$ cat src/rtl/fetch_controller.sv
`default_nettype none
// ============================================================================
// fetch_controller : IF-stage sequencer (PC select/enable, IF/ID control, imem
// handshake). Optional macro FETCH_PERF_CNT_EN adds stall/flush counters.
// Revision: 1.0
// ============================================================================
module fetch_controller #(
  parameter int ADDR_W = 32
) (
  input  logic              clk,
  input  logic              rst,
  input  logic              hazard_stall,
  input  logic              Br_taken,
  input  logic [ADDR_W-1:0] Br_target,
  input  logic              imem_ready,
  output logic              imem_req,
  output logic              pc_write,
  output logic              pc_sel,
  output logic [ADDR_W-1:0] redirect_pc,
  output logic              ifid_write,
  output logic              ifid_flush
`ifdef FETCH_PERF_CNT_EN
  ,
  output logic [31:0]       stall_cycles,
  output logic [31:0]       flush_count
`endif
);

  typedef enum logic [1:0] {
    ST_RESET    = 2'd0,
    ST_FETCH    = 2'd1,
    ST_REDIRECT = 2'd2
  } state_t;

  state_t            state_q, state_d;
  logic [ADDR_W-1:0] pend_target_q, pend_target_d;

  always_comb begin
    state_d       = state_q;
    pend_target_d = pend_target_q;
    imem_req      = 1'b0;
    pc_write      = 1'b0;
    pc_sel        = 1'b0;
    ifid_write    = 1'b0;
    ifid_flush    = 1'b0;
    redirect_pc   = (state_q == ST_REDIRECT) ? pend_target_q : Br_target;

    case (state_q)
      ST_RESET: begin
        state_d = ST_FETCH;
      end
      ST_FETCH: begin
        imem_req = 1'b1;
        // A taken branch outranks a stall; a stall discards any completion.
        if (Br_taken) begin
          ifid_flush = 1'b1;
          if (imem_ready) begin
            pc_write = 1'b1;
            pc_sel   = 1'b1;
          end else begin
            pend_target_d = Br_target;
            state_d       = ST_REDIRECT;
          end
        end else if (!hazard_stall && imem_ready) begin
          pc_write   = 1'b1;
          ifid_write = 1'b1;
        end
      end
      ST_REDIRECT: begin
        // Later branches and stalls are ignored until the held target is loaded.
        imem_req   = 1'b1;
        ifid_flush = 1'b1;
        if (imem_ready) begin
          pc_write = 1'b1;
          pc_sel   = 1'b1;
          state_d  = ST_FETCH;
        end
      end
      default: begin
        state_d = ST_RESET;
      end
    endcase
  end

  always_ff @(posedge clk or posedge rst) begin
    if (rst) begin
      state_q       <= ST_RESET;
      pend_target_q <= '0;
    end else begin
      state_q       <= state_d;
      pend_target_q <= pend_target_d;
    end
  end

`ifdef FETCH_PERF_CNT_EN
  logic [31:0] stall_cycles_q;
  logic [31:0] flush_count_q;
  logic        stall_inc;

  assign stall_inc = (state_q == ST_FETCH) && hazard_stall && !Br_taken;

  always_ff @(posedge clk or posedge rst) begin
    if (rst) begin
      stall_cycles_q <= '0;
      flush_count_q  <= '0;
    end else begin
      if (stall_inc) begin
        stall_cycles_q <= stall_cycles_q + 32'd1;
      end
      if (ifid_flush) begin
        flush_count_q <= flush_count_q + 32'd1;
      end
    end
  end

  assign stall_cycles = stall_cycles_q;
  assign flush_count  = flush_count_q;
`endif

endmodule
`default_nettype wire
$ cat config.mk
export PLATFORM = sky130hd
export DESIGN_NAME = fetch_controller
export DESIGN_NICKNAME = d
export VERILOG_FILES = /design/src/rtl/fetch_controller.sv
export SDC_FILE = /design/constraint.sdc
export NUM_CORES = 1
export LEC_CHECK = 0
export BUFFER_PORTS_ARGS = -buffer_cell sky130_fd_sc_hd__buf_2
export CAP_MARGIN = 30
export CORE_ASPECT_RATIO = 1.2
export CORE_MARGIN = 2
export CORE_UTILIZATION = 44
export DETAILED_ROUTE_END_ITERATION = 12
export GPL_TIMING_DRIVEN = 0
export HOLD_SLACK_MARGIN = 0.08
export PLACE_DENSITY = 0.76
export SLEW_MARGIN = 20
export SYNTH_ARGS = -nofsm -noshare
export SYNTH_HDL_FRONTEND = slang
export SYNTH_SLANG_ARGS = --single-unit
export TNS_END_PERCENT = 1
$ cat constraint.sdc
create_clock -name clk -period 1.4 [get_ports clk]
set_input_delay 0.14 -clock clk [delete_from_list [all_inputs] [get_ports clk]]
set_output_delay 0.14 -clock clk [all_outputs]
set_load 0.005 [all_outputs]
==> results of run 1 <==
==> routing by layer <==
| layer | part of all wire, % | track usage [%] | routed length [um] |
|---|---|---|---|
| met5 | 0 | 0 | 0 |
| met4 | 1.2 | 5.74 | 53 |
| met3 | 4.5 | 4.73 | 205 |
| met2 | 54 | 29.9 | 2480 |
| met1 | 40 | 21.5 | 1810 |
==> flip-flops by register name (all words and copies together) (netlist names) <==
register       count
state_q            2
pend_target_q     32
==> critical path: cells and delay by family, from the launching register on <==
kind,cells,cell delay [ns]
adders and majority gates,1,0.14
buffers and inverters,4,0.52
DFF,1,0.42
muxes,1,0.31
==> how the worst max path moves through the flow <==
stage / start / slack, ns / depth (start not counted) / to
final: state_q[0] / -0.40 / 6 / redirect_pc[20]
after global routing: state_q[0] / -0.45 / 6 / redirect_pc[20]
after detailed placement: state_q[0] / -0.24 / 6 / redirect_pc[4]
after floorplan: state_q[1] / -0.02 / 5 / pend_target_q[0]
after global placement: state_q[0] / -0.23 / 6 / redirect_pc[16]
after CTS: state_q[0] / -0.41 / 6 / redirect_pc[16]
==> cell families (layout without fill, tap and decap cells) <==
logic type / after synthesis / after routing / share of synthesized area (%)
AO/OA/AOI/OAI: 7 / 7 / 1.95
adder cells (fa/ha/maj): 5 / 5 / 3.25
buffers and inverters: 11 / 103 / 3.58
flip-flops: 34 / 34 / 44.2
multiplexers: 66 / 66 / 44.3
AND/OR/NAND/NOR: 6 / 6 / 2.67
==> stage by stage <==
stage | cell area (um2) | cells | hold WS [ns] | util (%) | worst slack [ns]
floorplan | 1950 | 129 | 0.282 | - | -0.0167
global placement | 2380 | 258 | 0.383 | 56.3 | -0.230
detailed placement | 2380 | 258 | 0.305 | 56.3 | -0.242
CTS | 2760 | 275 | 0.0895 | 65.3 | -0.411
global route | 2980 | 277 | 0.0971 | 70.4 | -0.453
finish | 2980 | 277 | 0.101 | 70.4 | -0.403
==> cells in the final DEF (no fill, tap or decap) <==
master | netlist | final
a21oi_1 | 4 | 3
a21oi_2 | 0 | 1
buf_12 | 0 | 3
buf_16 | 0 | 1
buf_2 | 4 | 46
buf_4 | 0 | 5
buf_6 | 3 | 32
buf_8 | 0 | 1
clkbuf_1 | 0 | 1
clkbuf_16 | 0 | 2
clkbuf_8 | 0 | 6
clkinv_2 | 0 | 1
dfrtp_1 | 34 | 33
dfrtp_2 | 0 | 1
dlygate4sd3_1 | 0 | 1
ha_1 | 5 | 3
ha_4 | 0 | 2
inv_1 | 4 | 2
inv_2 | 0 | 2
mux2_2 | 34 | 6
mux2_4 | 30 | 58
mux2i_1 | 2 | 1
mux2i_4 | 0 | 1
nand2_1 | 1 | 1
nand3b_4 | 1 | 1
nand4b_1 | 1 | 1
nor2_1 | 1 | 1
nor2b_1 | 1 | 1
nor4b_2 | 0 | 1
o21ai_0 | 2 | 1
o21ai_1 | 0 | 1
o21bai_1 | 1 | 1
==> repair_timing <==
action	4_1_cts	5_1_grt
gates resized for setup	44	33
setup buffers	6	0
setup endpoints to repair	68	69
cloned	2	2
endpoints found under the hold margin	34	0
pin swaps	0	1
hold buffers	1	0
==> area by class of cell <==
| class | count | area [um2] |
|---|---|---|
| Fill cell | 299 | 1250 |
| Buffer | 7 | 109 |
| Clock inverter | 1 | 5.00 |
| Sequential cell | 34 | 852 |
| Timing Repair Buffer | 84 | 682 |
| Tap cell | 56 | 70.1 |
| Inverter | 4 | 15.0 |
| Multi-Input combinational cell | 84 | 1160 |
| Clock buffer | 7 | 86.3 |
==> power by group through the flow <==
stage               logic (mW)  clock network, mW  registers [mW]
floorplan                 1.69                  0            1.67
global placement          2.19                  0            1.74
detailed placement        2.24                  0            1.74
CTS                       2.84              0.766            1.76
global route              3.50              0.821            1.86
finish                    3.29              0.744            1.80
==> flow_summary.json, run 1 <==
{
  "dr_total_vias": 1403,
  "die_h_um": 76.4,
  "ios": 74,
  "viasPerCell": 5.06,
  "end_kind": "output port",
  "dieArea_mm2": 0.00492,
  "post-route-min-period_ns": 1.80,
  "finClkSkew_ns": 0.00559,
  "clockBufferDepth": 2,
  "yosysTopAreaCellShare_pct": 44.2,
  "clkPwrFrac_pct": 12.7,
  "leakagePower_nw": 1.54,
  "rr_startpoint": "state_q[1]",
  "irDropWorstVdd_v": 0.000944,
  "hold_path.startpoint": "Br_target[31]",
  "synth_cell_type_count": 17,
  "hold_end": "pend_target_q[31]",
  "tns_ns": -17.27,
  "num_antenna_cells": 0,
  "required_ns": 1.26,
  "place.gp.congestion": 0.696,
  "clk_latency_ns": 0.28,
  "path_class": "register to output port",
  "worst_slew_pin_slew_ns": 0.715,
  "grt_usage_pct": 17.6,
  "cts_max_level": 2,
  "cp-start-kind": "register",
  "seqPwrFrac_pct": 30.9,
  "slowest_stage": "dfrtp_1",
  "drive_gt1_share_pct": 76.9,
  "rsz0062_at_grt": "true",
  "p_per_area_mw_per_mm2": 1960,
  "r2r_end": "pend_target_q[7]",
  "drc": 0,
  "postRouteAntennaNets": 0,
  "fp.dieW_um": 64.4,
  "path_clk_slew_ns": 0.07,
  "numCtsBuffers": 5,
  "dpl.hpwl_mm": 2.65,
  "synth-seq-area-share_pct": 44.2,
  "synth-edff-count": 0,
  "slowest_delay_ns": 0.42,
  "ys_ff_latch": 34,
  "reg2regPathDepth": 5,
  "syn_nets": 171,
  "maxSlewHeadroom_pct": 52.2,
  "syn_inst": 129,
  "yosys_warnings": 0,
  "grt_pass1_vias": 1382,
  "period_share_pct": 129,
  "layout.nets": 262,
  "syn_area_mm2": 0.00192,
  "yosysTopAreaCell": "dfrtp_1",
  "setup_viol": 68,
  "ys_dominant_reg_cell": "dfrtp_1",
  "portBuffers": 73,
  "initial_core_util_pct": 45.5,
  "crit_chain": "inv_2, ha_4, buf_12, clkbuf_16, mux2_4, buf_6",
  "cp.arrival_ns": 1.66,
  "p_int_mw": 4.10,
  "violations": "negative setup slack",
  "area_growth_pct": 54.7,
  "async_reset_ff_share_pct": 100,
  "path_max_fanout": 7,
  "synth_common_cells": "dfrtp_1 (34), mux2_2 (34), mux2_4 (30), ha_1 (5)",
  "status": "finished, violations left",
  "grt_start_max_net_pins": 35,
  "globalRouteOverflowTotal": 0,
  "synth_area_leaders": "dfrtp_1 (44%), mux2_4 (23%), mux2_2 (20%), ha_1 (3.3%), buf_6 (1.8%)",
  "timing.fmax_mhz": 555,
  "switching_share_pct": 29.8,
  "rows": 26,
  "fin_total_pwr_mw": 5.83,
  "wl_per_cell_um": 16.4,
  "slew_viol_final": 0,
  "drv_cap": 0,
  "coreArea_mm2": 0.00423,
  "combPwrFrac_pct": 56.4,
  "power.switching_mw": 1.74,
  "drt_iter0_drc": 63,
  "antenna_found_initial": 0,
  "hp-class": "primary input to register",
  "rrSetupSlack_ns": -0.14,
  "cts_tree": "done",
  "wl_mm": 4.55,
  "hold_viol_final": 0,
  "clock_sinks": 34,
  "clockRootBuffer": "clkbuf_8",
  "avgSynthCellArea_um2": 14.9,
  "grt_pass1_wl_mm": 6.68,
  "drt_first_pass_iters": 4,
  "hold_depth": 2,
  "fin_ws_ns": -0.403
}
(Power assumes the default switching activity.)
==> run 2: changes to the inputs <==
--- a/config.mk
+++ b/config.mk
@@ -13,7 +13,7 @@
 export DETAILED_ROUTE_END_ITERATION = 12
 export GPL_TIMING_DRIVEN = 0
 export HOLD_SLACK_MARGIN = 0.08
-export PLACE_DENSITY = 0.76
+export PLACE_DENSITY_LB_ADDON = 0.05
 export SLEW_MARGIN = 20
 export SYNTH_ARGS = -nofsm -noshare
 export SYNTH_HDL_FRONTEND = slang
==> flow_summary.json, run 2 (synthesized netlist as in run 1, its figures left out) <==
{
  "status": "finished, violations left",
  "violations": "negative setup slack",
  "slew_viol_final": 0,
  "irDropWorstVdd_v": 0.000996,
  "fill_cells": 303,
  "area_growth_pct": 57.1,
  "hold_viol_final": 0,
  "p_int_mw": 4.18,
  "mostFrequentLayoutCells": "mux2_4 (60), buf_2 (42), buf_6 (36)",
  "cp.arrival_ns": 1.65,
  "clock_sinks": 34,
  "switching_share_pct": 30.3,
  "rsz0062_at_grt": "true",
  "place_ws_ns": -0.243,
  "worst_slew_pin_slew_ns": 0.712,
  "clk_latency_ns": 0.28,
  "globalRouteOverflowTotal": 0,
  "required_ns": 1.26,
  "cp-start-kind": "register",
  "post-route-min-period_ns": 1.79,
  "rows": 26,
  "top_register": "pend_target_q",
  "fp.dieW_um": 64.4,
  "die_h_um": 76.4,
  "leakagePower_nw": 1.55,
  "drv_cap": 0,
  "ios": 74,
  "combPwrFrac_pct": 57.2,
  "clockRootBuffer": "clkbuf_8",
  "cts_max_level": 2,
  "seqPwrFrac_pct": 30.2,
  "layout.nets": 261,
  "clockBufferDepth": 2,
  "grt_start_max_net_pins": 35,
  "fin_ws_ns": -0.390,
  "end_kind": "output port",
  "path_max_fanout": 5,
  "setup_viol": 68,
  "final_common_cell": "mux2_4",
  "seq_area_um2": 852,
  "timing.fmax_mhz": 559,
  "path_clk_slew_ns": 0.07,
  "wl_mm": 4.81,
  "clkPwrFrac_pct": 12.6,
  "drive_gt1_share_pct": 77.3,
  "place.gp.congestion": 0.736,
  "wl_per_cell_um": 17.4,
  "multi_input_area_mm2": 0.00117,
  "p_per_area_mw_per_mm2": 1990,
  "antenna_found_initial": 0,
  "portBuffers": 73,
  "drc": 0,
  "path_class": "register to output port",
  "largest_reg_flops": 32,
  "cts_tree": "done",
  "reg_top3": "pend_target_q (32), state_q (2)",
  "grt_usage_pct": 17.9,
  "numCtsBuffers": 5,
  "maxSlewHeadroom_pct": 52.4,
  "hp-class": "primary input to register",
  "initial_core_util_pct": 45.5,
  "num_antenna_cells": 0,
  "drt_first_pass_iters": 3,
  "period_share_pct": 128,
  "coreArea_mm2": 0.00423,
  "dr_total_vias": 1366,
  "grt_pass1_wl_mm": 6.71,
  "holdWs_ns": 0.0977,
  "drt_iter0_drc": 64,
  "dieArea_mm2": 0.00492,
  "postRouteAntennaNets": 0,
  "dpl.hpwl_mm": 2.92,
  "power.switching_mw": 1.82,
  "viasPerCell": 4.95,
  "finClkSkew_ns": 0.00718,
  "grt_pass1_vias": 1398
}
-- run 2: cell types whose count changed in the layout (fill, tap and decap cells not counted) --
cell and change:
a21oi_1 -1, o21ai_1 +1, a21oi_2 +1, buf_4 -2, mux2_4 +2, mux2_2 -2, buf_6 +4, o21ai_0 -1
clkbuf_16 +1, buf_2 -4
-- run 2: path summary, 6_finish.rpt --
path	from	endpoint	slack, ns	cells past startpoint
hold / removal	Br_target[24]	pend_target_q[24]	0.1	2
setup / recovery	state_q[1]	redirect_pc[21]	-0.39	5
max in group asynchronous	rst	state_q[1]	0.39	3
setup reg to reg	state_q[1]	pend_target_q[10]	-0.17	5
hold reg to reg	pend_target_q[3]	pend_target_q[3]	0.51	1
min in group asynchronous	rst	pend_target_q[17]	0.51	3
-- run 2: layout make-up --
cell class | count | share of cell area (%)
plain buffers | 7 | 3.60
clock buffers | 7 | 2.86
clock inverters | 1 | 0.166
inverters | 4 | 0.497
multi-input cells | 84 | 38.7
flip-flops and latches | 34 | 28.2
well taps | 56 | 2.32
repair buffers | 83 | 23.7
-- run 2: worst max-delay path, cell delays in order, from the launching register on --
cell and delay (ns):
dfrtp_2 0.45, ha_4 0.19, buf_12 0.14, clkbuf_16 0.16
mux2_4 0.30, buf_6 0.12
-- run 2: metrics by stage --
stage | power [mW] | area, um2 | utilization, % | setup TNS, ns | instances
finish | 6.00 | 3020 | 71.5 | -17.62 | 276
global route | 6.33 | 3020 | 71.5 | -20.36 | 276
CTS | 5.06 | 2580 | 60.9 | -17.39 | 272
detailed placement | 4.04 | 2380 | 56.3 | -12.25 | 258
global placement | 3.91 | 2380 | 56.3 | -9.05 | 258
floorplan | 3.36 | 1950 | - | -0.502 | 129
-- run 2: per-layer routing --
metal	wire (um)	track usage, %	share of wire (%)	vias up
met3	200	5.02	4.2	2
met2	2480	30.6	52	44
li1	-	-	-	646
met4	15	5.74	0.31	0
met1	2120	21.4	44	674
met5	0	0	0	-
-- run 2: repair_timing --
item | in CTS | in global routing
hold buffers | 1 | 0
cloned | 1 | 3
setup buffers | 4 | 1
resized for setup | 12 | 73
hold endpoints to repair | 34 | 0
setup endpoints to repair | 70 | 68
pin swaps | 0 | 1
-- run 2: power groups by stage --
stage	combinational, mW	sequential, mW	clock (mW)
2_1_floorplan	1.69	1.67	0
3_3_place_gp	2.19	1.73	0
3_5_place_dp	2.27	1.77	0
4_1_cts	2.55	1.75	0.762
5_1_grt	3.65	1.86	0.829
6_report	3.44	1.81	0.754
==> run 3: changes to the inputs <==
--- a/config.mk
+++ b/config.mk
@@ -13,7 +13,8 @@
 export DETAILED_ROUTE_END_ITERATION = 12
 export GPL_TIMING_DRIVEN = 0
 export HOLD_SLACK_MARGIN = 0.08
-export PLACE_DENSITY_LB_ADDON = 0.05
+export PLACE_DENSITY_LB_ADDON = 0.25
+export RECOVER_POWER = 100
 export SLEW_MARGIN = 20
 export SYNTH_ARGS = -nofsm -noshare
 export SYNTH_HDL_FRONTEND = slang
==> flow_summary.json, run 3 (synthesized netlist as in run 1, its figures left out) <==
{
  "status": "finished, violations left",
  "grt_start_max_net_pins": 35,
  "cts_tree": "done",
  "initial_core_util_pct": 45.5,
  "clockRootBuffer": "clkbuf_8",
  "largest_reg_flops": 32,
  "clock_sinks": 34,
  "cp.arrival_ns": 1.65,
  "slowest_delay_ns": 0.41,
  "holdWs_ns": 0.108,
  "cts_max_level": 2,
  "num_antenna_cells": 0,
  "dp_cells": 258,
  "required_ns": 1.26,
  "postRouteAntennaNets": 0,
  "hold_viol_final": 0,
  "place.gp.congestion": 0.773,
  "setup_viol": 67,
  "reg_top3": "pend_target_q (32), state_q (2)",
  "p_per_area_mw_per_mm2": 1950,
  "layout.nets": 261,
  "fill_cells": 297,
  "violations": "negative setup slack",
  "grt_pass1_wl_mm": 7.29,
  "final_common_cell": "mux2_4",
  "area_growth_pct": 54.8,
  "dr_total_vias": 1413,
  "wl_mm": 4.82,
  "dpl.hpwl_mm": 3.08,
  "leakagePower_nw": 1.55,
  "path_clk_slew_ns": 0.07,
  "rsz0062_at_grt": "true",
  "end_kind": "output port",
  "clockBufferDepth": 2,
  "met2RoutedLength_mm": 2.60,
  "fin_ws_ns": -0.385,
  "die_h_um": 76.4,
  "place_ws_ns": -0.261,
  "maxSlewHeadroom_pct": 52.4,
  "fp.dieW_um": 64.4,
  "drt_iter0_drc": 22,
  "period_share_pct": 128,
  "dieArea_mm2": 0.00492,
  "top_register": "pend_target_q",
  "portBuffers": 73,
  "fin_total_pwr_mw": 5.82,
  "drt_first_pass_iters": 4,
  "globalRouteOverflowTotal": 0,
  "irDropWorstVdd_v": 0.00108,
  "ios": 74,
  "path_max_fanout": 6,
  "wl_per_cell_um": 17.5,
  "mostFrequentLayoutCells": "mux2_4 (62), buf_2 (41), buf_6 (39)",
  "final_cell_area_mm2": 0.00298,
  "final_cells": 275,
  "slew_viol_final": 0,
  "viasPerCell": 5.14,
  "drv_cap": 0,
  "hp-class": "primary input to register",
  "numCtsBuffers": 5,
  "slowest_stage": "dfrtp_1",
  "route.met3.wl_um": 229,
  "worst_slew_pin_slew_ns": 0.714,
  "grt_pass1_vias": 1538,
  "drc": 0,
  "cp-start-kind": "register",
  "grt_usage_pct": 18.6,
  "wl_met1_mm": 1.91,
  "drive_gt1_share_pct": 76.3,
  "crit_chain": "inv_2, ha_4, buf_12, clkbuf_16, mux2_4, buf_6",
  "place_area_mm2": 0.00238,
  "post-route-min-period_ns": 1.79,
  "clk_latency_ns": 0.27,
  "tns_ns": -15.95,
  "antenna_found_initial": 0,
  "finClkSkew_ns": 0.00315,
  "path_class": "register to output port",
  "top_layer_used": "met4",
  "timing.fmax_mhz": 560,
  "finish.utilization_pct": 70.4,
  "coreArea_mm2": 0.00423,
  "rows": 26
}
## run 3: cell types whose count changed in the layout (fill, tap and decap cells not counted), moves of 2 or more
| cell | change |
|---|---|
| buf_12 | -2 |
| buf_6 | +3 |
| mux2_4 | +2 |
| mux2_2 | -2 |
| buf_8 | +2 |
## run 3: where the power goes
part	switching, mW	total [mW]	internal [mW]
Sequential	0.320	1.81	1.49
Combinational	1.10	3.34	2.24
Clock	0.340	0.674	0.334
Total	1.76	5.82	4.06
## run 3: final timing paths
check	startpoint	endpoint	slack [ns]	cells after the start
min in group asynchronous	rst	pend_target_q[7]	0.52	3
max reg2reg	state_q[1]	pend_target_q[14]	-0.13	5
max	state_q[0]	redirect_pc[22]	-0.39	6
min reg2reg	pend_target_q[5]	pend_target_q[5]	0.51	1
min	Br_target[0]	pend_target_q[0]	0.11	2
max in group asynchronous	rst	state_q[1]	0.37	3
## run 3: worst max-delay path: cells and delay by family, from the launching register on
family	cells	cell delay [ns]
adders and majority gates	1	0.15
buffers and inverters	4	0.50
DFF	1	0.41
muxes	1	0.30
## run 3: layer usage
metal / track usage, % / up-vias
li1: - / 637
met1: 22.5 / 718
met2: 32.8 / 50
met3: 4.43 / 8
met4: 5.11 / 0
met5: 0 / -
## run 3: area by class of cell
cell class | count | area [um2] | area share (%)
multi-input cells | 84 | 1150 | 38.7
repair buffers | 83 | 711 | 23.9
inverters | 4 | 15.0 | 0.504
clock buffers | 5 | 68.8 | 2.31
well taps | 56 | 70.1 | 2.35
plain buffers | 7 | 98.8 | 3.32
flip-flops and latches | 34 | 852 | 28.6
clock inverters | 2 | 10.0 | 0.336
## run 3: what timing repair did
| item | 4_1_cts | 5_1_grt |
|---|---|---|
| hold buffers | 1 | 0 |
| endpoints found under the hold margin | 34 | 0 |
| setup endpoints to repair | 69 | 69 |
| buffers inserted | 4 | 1 |
| gates resized for setup | 8 | 76 |
| cloned | 0 | 4 |
| pin swaps | 0 | 1 |
